[config.mk]
export PLATFORM = sky130hd
export DESIGN_NAME = myo_frame_spi_master
export DESIGN_NICKNAME = d
export VERILOG_FILES = /design/src/rtl/myo_frame_pkg.sv /design/src/rtl/myo_frame_spi_master_spi_byte_shifter.sv /design/src/rtl/myo_frame_spi_master.sv
export SDC_FILE = /design/constraint.sdc
export NUM_CORES = 1
export LEC_CHECK = 0
export BUFFER_PORTS_ARGS = -buffer_cell sky130_fd_sc_hd__buf_2
export CAP_MARGIN = 20
export CORE_ASPECT_RATIO = 1.75
export CORE_UTILIZATION = 60
export CTS_BUF_LIST = sky130_fd_sc_hd__clkbuf_16
export CTS_CLUSTER_SIZE = 40
export DETAILED_ROUTE_END_ITERATION = 7
export HOLD_SLACK_MARGIN = 0.02
export PLACE_DENSITY = 0.76
export REMOVE_ABC_BUFFERS = 1
export SETUP_SLACK_MARGIN = 0.15
export SYNTH_ARGS = -nofsm -noshare
export SYNTH_HDL_FRONTEND = slang
export SYNTH_SLANG_ARGS = --single-unit
[constraint.sdc]
create_clock -name iCLK -period 5.95 [get_ports iCLK]
set_clock_uncertainty 0.1 [all_clocks]
set_input_delay 0.2975 -clock iCLK [delete_from_list [all_inputs] [get_ports iCLK]]
set_output_delay 0.2975 -clock iCLK [all_outputs]
set_load 0.02 [all_outputs]
[src/rtl/myo_frame_pkg.sv]
// Shared types and constants for the myocontrol frame SPI master.
// Frame layout offsets mirror the SAMD-side command structure.
package myo_frame_pkg;

  localparam int TX_BYTES_DEF = 89;
  localparam int RX_BYTES_DEF = 48;
  localparam int BYTE_BITS    = 8;

  localparam int OFS_KP           = 0;
  localparam int OFS_KI           = 8;
  localparam int OFS_KD           = 16;
  localparam int OFS_SP           = 24;
  localparam int OFS_OUT_POS_MAX  = 40;
  localparam int OFS_OUT_NEG_MAX  = 48;
  localparam int OFS_INT_POS_MAX  = 56;
  localparam int OFS_INT_NEG_MAX  = 64;
  localparam int OFS_DEADBAND     = 72;
  localparam int OFS_FLAGS        = 80;
  localparam int OFS_CONTROL_MODE = 81;
  localparam int OFS_OUT_DIVIDER  = 85;

  typedef enum logic [2:0] {
    ST_IDLE,
    ST_SETUP,
    ST_SEL,
    ST_SHIFT,
    ST_DESEL,
    ST_GAP,
    ST_HOLD
  } state_e;

endpackage

[src/rtl/myo_frame_spi_master_spi_byte_shifter.sv]
// One-byte SPI mode-0 shifter: SEL half, 16 SCK halves, then done.
// MSB first; MISO sampled on SCK rising, MOSI updated on SCK falling.
module spi_byte_shifter
  import myo_frame_pkg::*;
#(
  parameter int CLK_DIV = 4
) (
  input  logic       clk_i,
  input  logic       rst_ni,
  input  logic       start_i,
  input  logic [7:0] data_i,
  input  logic       miso_i,
  output logic       sck_o,
  output logic       mosi_o,
  output logic       done_o,
  output logic [7:0] rx_o
);

  localparam int DW = $clog2(CLK_DIV);
  localparam logic [4:0] LAST = 5'(2 * BYTE_BITS);

  logic [DW-1:0] div_q;
  logic [4:0]    half_q;
  logic          act_q;
  logic [7:0]    tx_q;
  logic [7:0]    rx_q;
  logic          sck_q;
  logic          mosi_q;
  logic          tick;

  assign tick   = act_q && (div_q == DW'(CLK_DIV - 1));
  assign done_o = tick && (half_q == LAST);
  assign sck_o  = sck_q;
  assign mosi_o = mosi_q;
  assign rx_o   = rx_q;

  // Half-period divider; even halves end in a rising edge, odd in a falling.
  always_ff @(posedge clk_i) begin
    if (!rst_ni) begin
      div_q  <= '0;
      half_q <= '0;
      act_q  <= 1'b0;
      tx_q   <= '0;
      rx_q   <= '0;
      sck_q  <= 1'b0;
      mosi_q <= 1'b0;
    end else if (start_i) begin
      div_q  <= '0;
      half_q <= '0;
      act_q  <= 1'b1;
      tx_q   <= data_i;
      sck_q  <= 1'b0;
      mosi_q <= data_i[7];
    end else if (act_q) begin
      div_q <= tick ? '0 : div_q + 1'b1;
      if (tick) begin
        half_q <= half_q + 5'd1;
        if (half_q == LAST) begin
          act_q  <= 1'b0;
          mosi_q <= 1'b0;
        end else if (!half_q[0]) begin
          sck_q <= 1'b1;
          rx_q  <= {rx_q[6:0], miso_i};
        end else begin
          sck_q <= 1'b0;
          if (half_q != LAST - 5'd1) begin
            tx_q   <= tx_q << 1;
            mosi_q <= tx_q[6];
          end
        end
      end
    end
  end

endmodule

[src/rtl/myo_frame_spi_master.sv]
// Frame-level SPI initiator: framing, TX/RX byte buffers, hold time.
// Bytes go out one per chip-select slot; replies land in the RX buffer.
module myo_frame_spi_master
  import myo_frame_pkg::*;
#(
  parameter int TX_BYTES  = TX_BYTES_DEF,
  parameter int RX_BYTES  = RX_BYTES_DEF,
  parameter int CLK_DIV   = 4,
  parameter int SETUP_CYC = 16,
  parameter int GAP_CYC   = 8,
  parameter int HOLD_CYC  = 1024
) (
  input  logic       iCLK,
  input  logic       iRESETn,
  input  logic       iSTART,
  output logic       oBUSY,
  output logic       oDONE,
  input  logic       iTX_WE,
  input  logic [6:0] iTX_ADDR,
  input  logic [7:0] iTX_DATA,
  input  logic [6:0] iRX_ADDR,
  output logic [7:0] oRX_DATA,
  output logic       oFRAME_n,
  output logic       oSPI_SS_n,
  output logic       oSPI_SCK,
  output logic       oSPI_MOSI,
  input  logic       iSPI_MISO
);

  localparam int CW  = 16;
  localparam int TAW = $clog2(TX_BYTES);
  localparam int RAW = $clog2(RX_BYTES);

  state_e      state_q, state_d;
  logic [CW-1:0] cnt_q, cnt_d;
  logic [6:0]  idx_q, idx_d;
  logic        frame_q, frame_d;
  logic        ss_q, ss_d;
  logic        busy_q, busy_d;
  logic        done_q, done_d;
  logic [7:0]  rxd_q;
  logic        sh_start;
  logic        sh_done;
  logic        rx_we;
  logic        tx_wr;
  logic [7:0]  sh_rx;

  logic [7:0] tx_mem [TX_BYTES];
  logic [7:0] rx_mem [RX_BYTES];

  spi_byte_shifter #(.CLK_DIV(CLK_DIV)) u_shift (
    .clk_i  (iCLK),
    .rst_ni (iRESETn),
    .start_i(sh_start),
    .data_i (tx_mem[idx_q[TAW-1:0]]),
    .miso_i (iSPI_MISO),
    .sck_o  (oSPI_SCK),
    .mosi_o (oSPI_MOSI),
    .done_o (sh_done),
    .rx_o   (sh_rx)
  );

  assign tx_wr = iRESETn && iTX_WE && !busy_q &&
                 (iTX_ADDR < 7'(TX_BYTES));

  // State and control registers.
  always_ff @(posedge iCLK) begin
    if (!iRESETn) begin
      state_q <= ST_IDLE;
      cnt_q   <= '0;
      idx_q   <= '0;
      frame_q <= 1'b1;
      ss_q    <= 1'b1;
      busy_q  <= 1'b0;
      done_q  <= 1'b0;
    end else begin
      state_q <= state_d;
      cnt_q   <= cnt_d;
      idx_q   <= idx_d;
      frame_q <= frame_d;
      ss_q    <= ss_d;
      busy_q  <= busy_d;
      done_q  <= done_d;
    end
  end

  // Next-state: frame sequencing, byte slots and hold window.
  always_comb begin
    state_d  = state_q;
    cnt_d    = cnt_q + 1'b1;
    idx_d    = idx_q;
    frame_d  = frame_q;
    ss_d     = ss_q;
    busy_d   = busy_q;
    done_d   = 1'b0;
    sh_start = 1'b0;
    rx_we    = 1'b0;
    unique case (state_q)
      ST_IDLE: if (iSTART) begin
        state_d = ST_SETUP;
        cnt_d   = '0;
        idx_d   = '0;
        frame_d = 1'b0;
        busy_d  = 1'b1;
      end
      ST_SETUP: if (cnt_q == CW'(SETUP_CYC - 1)) begin
        state_d  = ST_SEL;
        cnt_d    = '0;
        ss_d     = 1'b0;
        sh_start = iRESETn;
      end
      ST_SEL: if (cnt_q == CW'(CLK_DIV - 1)) begin
        state_d = ST_SHIFT;
        cnt_d   = '0;
      end
      ST_SHIFT: if (sh_done) begin
        ss_d  = 1'b1;
        rx_we = iRESETn && (idx_q < 7'(RX_BYTES));
        idx_d = idx_q + 7'd1;
        cnt_d = '0;
        if (idx_q == 7'(TX_BYTES - 1)) begin
          state_d = ST_HOLD;
          frame_d = 1'b1;
          done_d  = 1'b1;
        end else begin
          state_d = ST_DESEL;
        end
      end
      ST_DESEL: state_d = ST_GAP;
      ST_GAP: if (cnt_q == CW'(GAP_CYC - 1)) begin
        state_d  = ST_SEL;
        cnt_d    = '0;
        ss_d     = 1'b0;
        sh_start = iRESETn;
      end
      ST_HOLD: if (cnt_q == CW'(HOLD_CYC - 1)) begin
        state_d = ST_IDLE;
        busy_d  = 1'b0;
      end
      default: state_d = ST_IDLE;
    endcase
  end

  // Byte buffers; contents survive reset.
  always_ff @(posedge iCLK) begin
    if (tx_wr) tx_mem[iTX_ADDR[TAW-1:0]] <= iTX_DATA;
    if (rx_we) rx_mem[idx_q[RAW-1:0]] <= sh_rx;
  end

  // Registered RX read port; out-of-range indices read as zero.
  always_ff @(posedge iCLK) begin
    if (!iRESETn) rxd_q <= '0;
    else if (iRX_ADDR < 7'(RX_BYTES)) rxd_q <= rx_mem[iRX_ADDR[RAW-1:0]];
    else rxd_q <= '0;
  end

  assign oBUSY     = busy_q;
  assign oDONE     = done_q;
  assign oFRAME_n  = frame_q;
  assign oSPI_SS_n = ss_q;
  assign oRX_DATA  = rxd_q;

endmodule

Word level (Yosys, flattened, before mapping) --
Memory sizes are Yosys's and may differ from the RTL's. A register that Yosys moved wholly into a read port is not among the register bits. Index checks and enable logic that the tools add are counted.
Word-level totals: register bits 55, RAM bits 1096, input bits 27, output and inout bits 14, logic and storage cells 138, memories 2
Memories:
- tx_mem | depth 89, bits a word 8, rd ports 1, clocked after memory_dff 1, write ports 1, line myo_frame_spi_master.sv:48 | logic [7:0] tx_mem [TX_BYTES];
- rx_mem | depth 48, bits a word 8, rd ports 1, clocked after memory_dff 1, write ports 1, line myo_frame_spi_master.sv:49 | logic [7:0] rx_mem [RX_BYTES];
Operators by class: add/sub/neg operators 4, order comparisons 3, eq/ne operators 22, muxes and demuxes 58, bitwise gates (word level) 4, reductions and logical operators 31
Operators by type and width (number):
- 16-bit two-way mux | 5
- 16-bit case mux with 5 select lines | 1
- 7-bit two-way mux | 10
- 1-bit two-way mux | 28
- 3-bit case mux with 7 select lines | 1
- 3-bit two-way mux | 6
- 16-bit by 1-bit adder with 16-bit output (second input constant) | 1
- 16-bit by 10-bit == test with 1-bit output (second input constant) | 1
- 16-bit by 2-bit == test with 1-bit output (second input constant) | 1
- 16-bit by 3-bit == test with 1-bit output (second input constant) | 1
- 16-bit by 4-bit == test with 1-bit output (second input constant) | 1
- 2-bit inequality test (second input constant) | 8
- 7-bit by 6-bit less-than comparator with 1-bit output (second input constant) | 2
- 7-bit case mux with 2 select lines | 1
- 3-bit AND reduction | 4
- 4-bit AND reduction | 3
- 2-bit nonzero test | 6
- 5-bit AND reduction | 2
- 3-bit == test (second input constant) | 3
- 3-bit nonzero test | 3
- 7-bit by 1-bit adder with 7-bit output (second input constant) | 1
- 7-bit == test (second input constant) | 1
- 7-bit less-than comparator (second input constant) | 1
- 3-bit by 2-bit == test with 1-bit output (second input constant) | 2
- other kinds (16) | 29

Longest topological paths before layout --
word-level depth 7, gate-level depth with buffers 11, gate-level depth less buffers 9

Modules after synthesis --
From an unflattened synthesis, not the netlist that was laid out.
Second synthesis, totals: cells, all modules 2218, area, all modules 45473.6 µm²
By module, submodules not included:
- myo_frame_spi_master | times used 1, cells an instance 2094, area each 44345.0 µm², seq. area each 33812.4 µm²
- spi_byte_shifter | times used 1, cells an instance 124, area each 1128.6 µm², seq. area each 500.5 µm²

Least setup slack after synthesis --
Ideal clock, no wire load.
kind reg-to-reg, start point reg u_shift.half_q[0], end point mem rx_mem[24][0] (enable), setup time 370 ps, arrival 2156 ps, required time 5480 ps, setup slack 3323 ps, stages on the path, launching flop included 9, buffers on the path 0, period minus slack after synthesis 2627 ps, cell sequence dfxtp_1 -> inv_1 -> ha_1 -> nand4bb_1 -> nor2_1 -> nand3_1 -> nor3_1 -> nand3_1 -> nor2_1
Between the ends: word-level cells in the longest chain between the ends 6
RTL lines:
- start, declared | line myo_frame_spi_master_spi_byte_shifter.sv:23 | logic [4:0] half_q;
- start signal, assigned | line myo_frame_spi_master_spi_byte_shifter.sv:57 | half_q <= half_q + 5'd1;
- 5-bit == test | line myo_frame_spi_master_spi_byte_shifter.sv:32 | assign done_o = tick && (half_q == LAST);
- 1-bit logical AND | line myo_frame_spi_master_spi_byte_shifter.sv:32
- 1-bit two-way mux | line myo_frame_spi_master.sv:116 | ST_SHIFT: if (sh_done) begin
- 1-bit two-way mux | line myo_frame_spi_master.sv:98 | unique case (state_q)
- 1-bit two-way mux | line myo_frame_spi_master.sv:147 | if (rx_we) rx_mem[idx_q[RAW-1:0]] <= sh_rx;
- 1-bit two-way mux (implied by the code) | line myo_frame_spi_master.sv:147
- end, declared | line myo_frame_spi_master.sv:49
No other way between the ends.

==> results.txt <==
The first-pass iteration count of the detailed router is 6. The worst-case headroom to the max-slew limit came out at approximately 26%. The fraction of the cycle the final worst path needs is a little over three fifths.

The count of max-cap constraint violations is 0. The initial utilization of the core area, before any placement, comes to about three fifths. The largest net degree at the start of global routing came out at between 100 and 150. The top cell type by area accounts for approximately 72% of the synthesized area.

The highest cell delay on the worst timing path is slightly above 0.9 ns. After detailed routing, the number of vias per cell comes to 6.57. Grouping stages by cell kind, the critical path spends the most delay in compound AO/OA/AOI/OAI gates. The number of instances in the synthesized netlist came out at 2329. Among all flip-flop cells after synthesis, the most frequent one is edfxtp_1. The kind of critical path is reg2reg. The areal power density over the cells came out at between 300 and 400 nW/um^2. The clock input transition at the sequential cells of the worst setup and hold paths is 0.07 ns.

From bottom edge to top edge, the die measures 366 um. The slowest stage of the critical path is the dfxtp_4 cell. After the first detailed-routing iteration, the DRC count stood at 2526. The number of synthesized flops with an enable pin came out at 1096. The number of cell rows came out at approximately 130. The area added between synthesis and finish is 9.41%.

The synthesized netlist devotes 0.424% of its cell area to XOR and XNOR gates. The number of buffer and inverter stages on the critical path came out at 2. The static leakage is between 0.015 and 0.02 uW. The number of diodes came out at 0. The number of global-route vias before repair came to 23.7k. Pin placement for this block handled 41 I/O pins.

The number of antenna violations at the first check in global routing is 1. The synthesized-area fraction occupied by ao, oa, aoi and oai cells came out at 3.15%. The actual slew at the worst max-slew pin is between 1 and 1.5 ns.

Counting distinct cell types in the post-synthesis netlist gives slightly above 70. The critical path goes through buf_12, inv_1, a2111oi_0, o41ai_1, a311o_1, o311ai_0, o32ai_1. Summed over all layers, the routed wires come to around 110000 um.

The cell taking the most area after synthesis is edfxtp_1. By count the netlist is led by edfxtp_1, mux4_2, nor2_1. The overall fraction of global-route tracks in use came out at ~28%. In this run the remaining antenna-violating nets after routing total 0. The total setup violations reported at the end of the flow is 0. Summed over all layers, the global routing overflow is 0. TritonCTS built the clock tree. In this run the deepest clock path goes through 3 buffers. The final critical delay including setup and external delays is between 3 and 4 ns. The area of the die is ~77000 sq um. In this run the horizontal extent of the chip is between 200 and 250 um. In this run the cell area of the synthesized design comes to around 45000 sq um. The worst setup path is captured at a flip-flop. TritonCTS created 95 clock buffers.

By area the synthesized netlist is led by edfxtp_1, mux4_2, dfxtp_1. In this run the clock root is driven by a clkbuf_16. The count of input and output buffers is 40.

A synthesized cell averages about 20 sq um. Summing the areas of all and, or, nand and nor instances in the mapped netlist gives 4.18% of the synthesized area. The clock net sink count is approximately 1.2k. The number of levels in the clock H-tree came out at 3.

Setup repair after global routing left no endpoint under its margin. The placer congestion estimate is 0.920. During synthesis, Yosys emitted a total of 0 warnings. The peak ir drop on the vdd network came out at between 0.4 and 0.5 mV. By area, the combinational part of the netlist is dominated by multiplexers. The maximum fanout along the worst path came out at approximately 70. The first global-routing pass estimated between 150000 and 200000 um of wire. The design draws roughly 16000 uW. In the post-synthesis netlist, the cell with the most instances is edfxtp_1. At the end of the flow, the number of nets in the layout was around 2.4k.

Final hold analysis gives a worst-case slack of 0.0896 ns. The overall via count from detail_route is 22.8k. The number of hold violations in the final report is 0. Once detailed placement completed, the half-perimeter wirelength came to slightly below 70000 um. In this run the post-CTS setup repair buffer count came out at 0. The synthesized netlist devotes 0.193% of its cell area to adder and majority cells. The run finished with clean final reports.

The required arrival time at the worst endpoint is ~6.4 ns. Counting flops with an async set or reset pin after synthesis yields a share of 0%. The highest clock rate is 269 MHz.

At the later pin of the worst-skew pair, clock insertion delay measures about 0.69 ns. The core outline area is about 75000 sq um. The count of final max-slew check failures came out at 0. Of the post-synthesis cell area, the part taken by muxes is about 15%. The area of all placed cells without fillers is between 40000 and 50000 sq um.

The type of origin of the critical path is a flip-flop. Data arrives at the worst endpoint at between 4 and 5 ns. The post-detailed-route DRC marker count came out at 0. Counting flops and latches in the post-synthesis netlist gives between 1k and 1.5k. The final total negative setup slack is 0 ns. The share of final-layout standard cells stronger than drive strength 1 came out at between 20 and 25%. The class of the worst hold path is in2reg. The sequential element share of the synthesized area came out at 75.4%. The average routed wire per standard cell came out at approximately 30 um. The post-placement cell area is approximately 47000 sq um.
## flip-flops by register name (all words and copies together) (netlist names), 2 cells and up, named ones only
name            flops
u_shift.half_q      5
cnt_q              16
u_shift.div_q       2
state_q             3
idx_q               7
u_shift.rx_o        8
u_shift.tx_q        7
rx_mem            384
oRX_DATA            8
tx_mem            712
## path summary, 6_finish.rpt
path,startpoint,end,slack [ns],depth (start not counted)
setup reg to reg,flip-flop,u_shift.tx_q[6]$_SDFFE_PN0P_,2.23,7
hold / removal,iRX_ADDR[4],oRX_DATA[2]$_SDFF_PN0_,0.09,5
setup / recovery,flip-flop,u_shift.tx_q[6]$_SDFFE_PN0P_,2.23,7
hold reg to reg,cnt_q[0]$_SDFF_PN0_,cnt_q[0]$_SDFF_PN0_,0.36,1
## stage by stage
stage | cells | setup slack (ns) | util (%)
2_1_floorplan | 2205 | -2.41 | -
3_3_place_gp | 3292 | 2.18 | 62.1
3_5_place_dp | 3292 | 2.14 | 62.1
4_1_cts | 3473 | 2.16 | 66.3
5_1_grt | 3473 | 2.01 | 66.3
6_report | 3473 | 2.23 | 66.3
## metal layers
metal  GRT usage (%)  vias up  share of wire [%]
li1                -     9587                  -
met1            30.8    11800                 32
met2            50.5     1128                 54
met3            4.30      343                6.3
met4            19.5        2                7.5
met5               0        -              0.014
## layout by cell type (no fill, tap or decap), types with 7 or more instances in the layout
cell / instances
mux2_2: 10
clkbuf_16: 101
mux2i_1: 83
a21oi_1: 53
xnor2_1: 11
bufinv_16: 9
clkinv_1: 17
o22ai_1: 8
nor2b_1: 18
a22oi_1: 44
buf_2: 38
ha_1: 7
o21ai_0: 40
buf_4: 34
nand2b_1: 8
nand3_1: 45
a221oi_1: 10
inv_1: 31
nand4_1: 9
dfxtp_1: 65
edfxtp_1: 1096
clkinv_2: 19
nand2_1: 82
nor2_1: 213
nor3_1: 10
a31oi_1: 10
xor2_1: 11
mux4_2: 262
## worst register-to-register path, stage by stage, from the launching register on
cell and delay [ns]:
dfxtp_4 0.93, buf_12 0.50, inv_1 0.51, a2111oi_0 0.53
o41ai_1 0.11, a311o_1 0.45, o311ai_0 0.22, o32ai_1 0.20
## layout make-up
| cell class | count | area (sq um) |
|---|---|---|
| Tap cell | 1012 | 1270 |
| Fill cell | 4727 | 25300 |
| Timing Repair Buffer | 80 | 547 |
| Clock buffer | 101 | 2530 |
| Multi-Input combinational cell | 1025 | 10500 |
| Clock inverter | 75 | 594 |
| Sequential cell | 1166 | 34300 |
| Inverter | 14 | 52.6 |
## what timing repair did
item,4_1_cts,5_1_grt
hold buffers,5,0
endpoints found under the hold margin,19,0
gates resized for setup,0,0
## logic make-up (layout without fill, tap and decap cells)
kind of cell	after synthesis	in the layout
XOR/XNOR	22	22
adder cells (fa/ha/maj)	7	7
AO/OA/AOI/OAI	215	215
multiplexers	355	355
flip-flops	1166	1166
buffers and inverters	138	270
AND/OR/NAND/NOR	426	426
## power by group
group          internal, uW  total (uW)  switching, uW  leakage (uW)
Combinational           339         833            494       0.00307
Sequential             8940        9010           64.5        0.0105
Clock                  3460        6300           2830       0.00162
(Power assumes the default switching activity.)
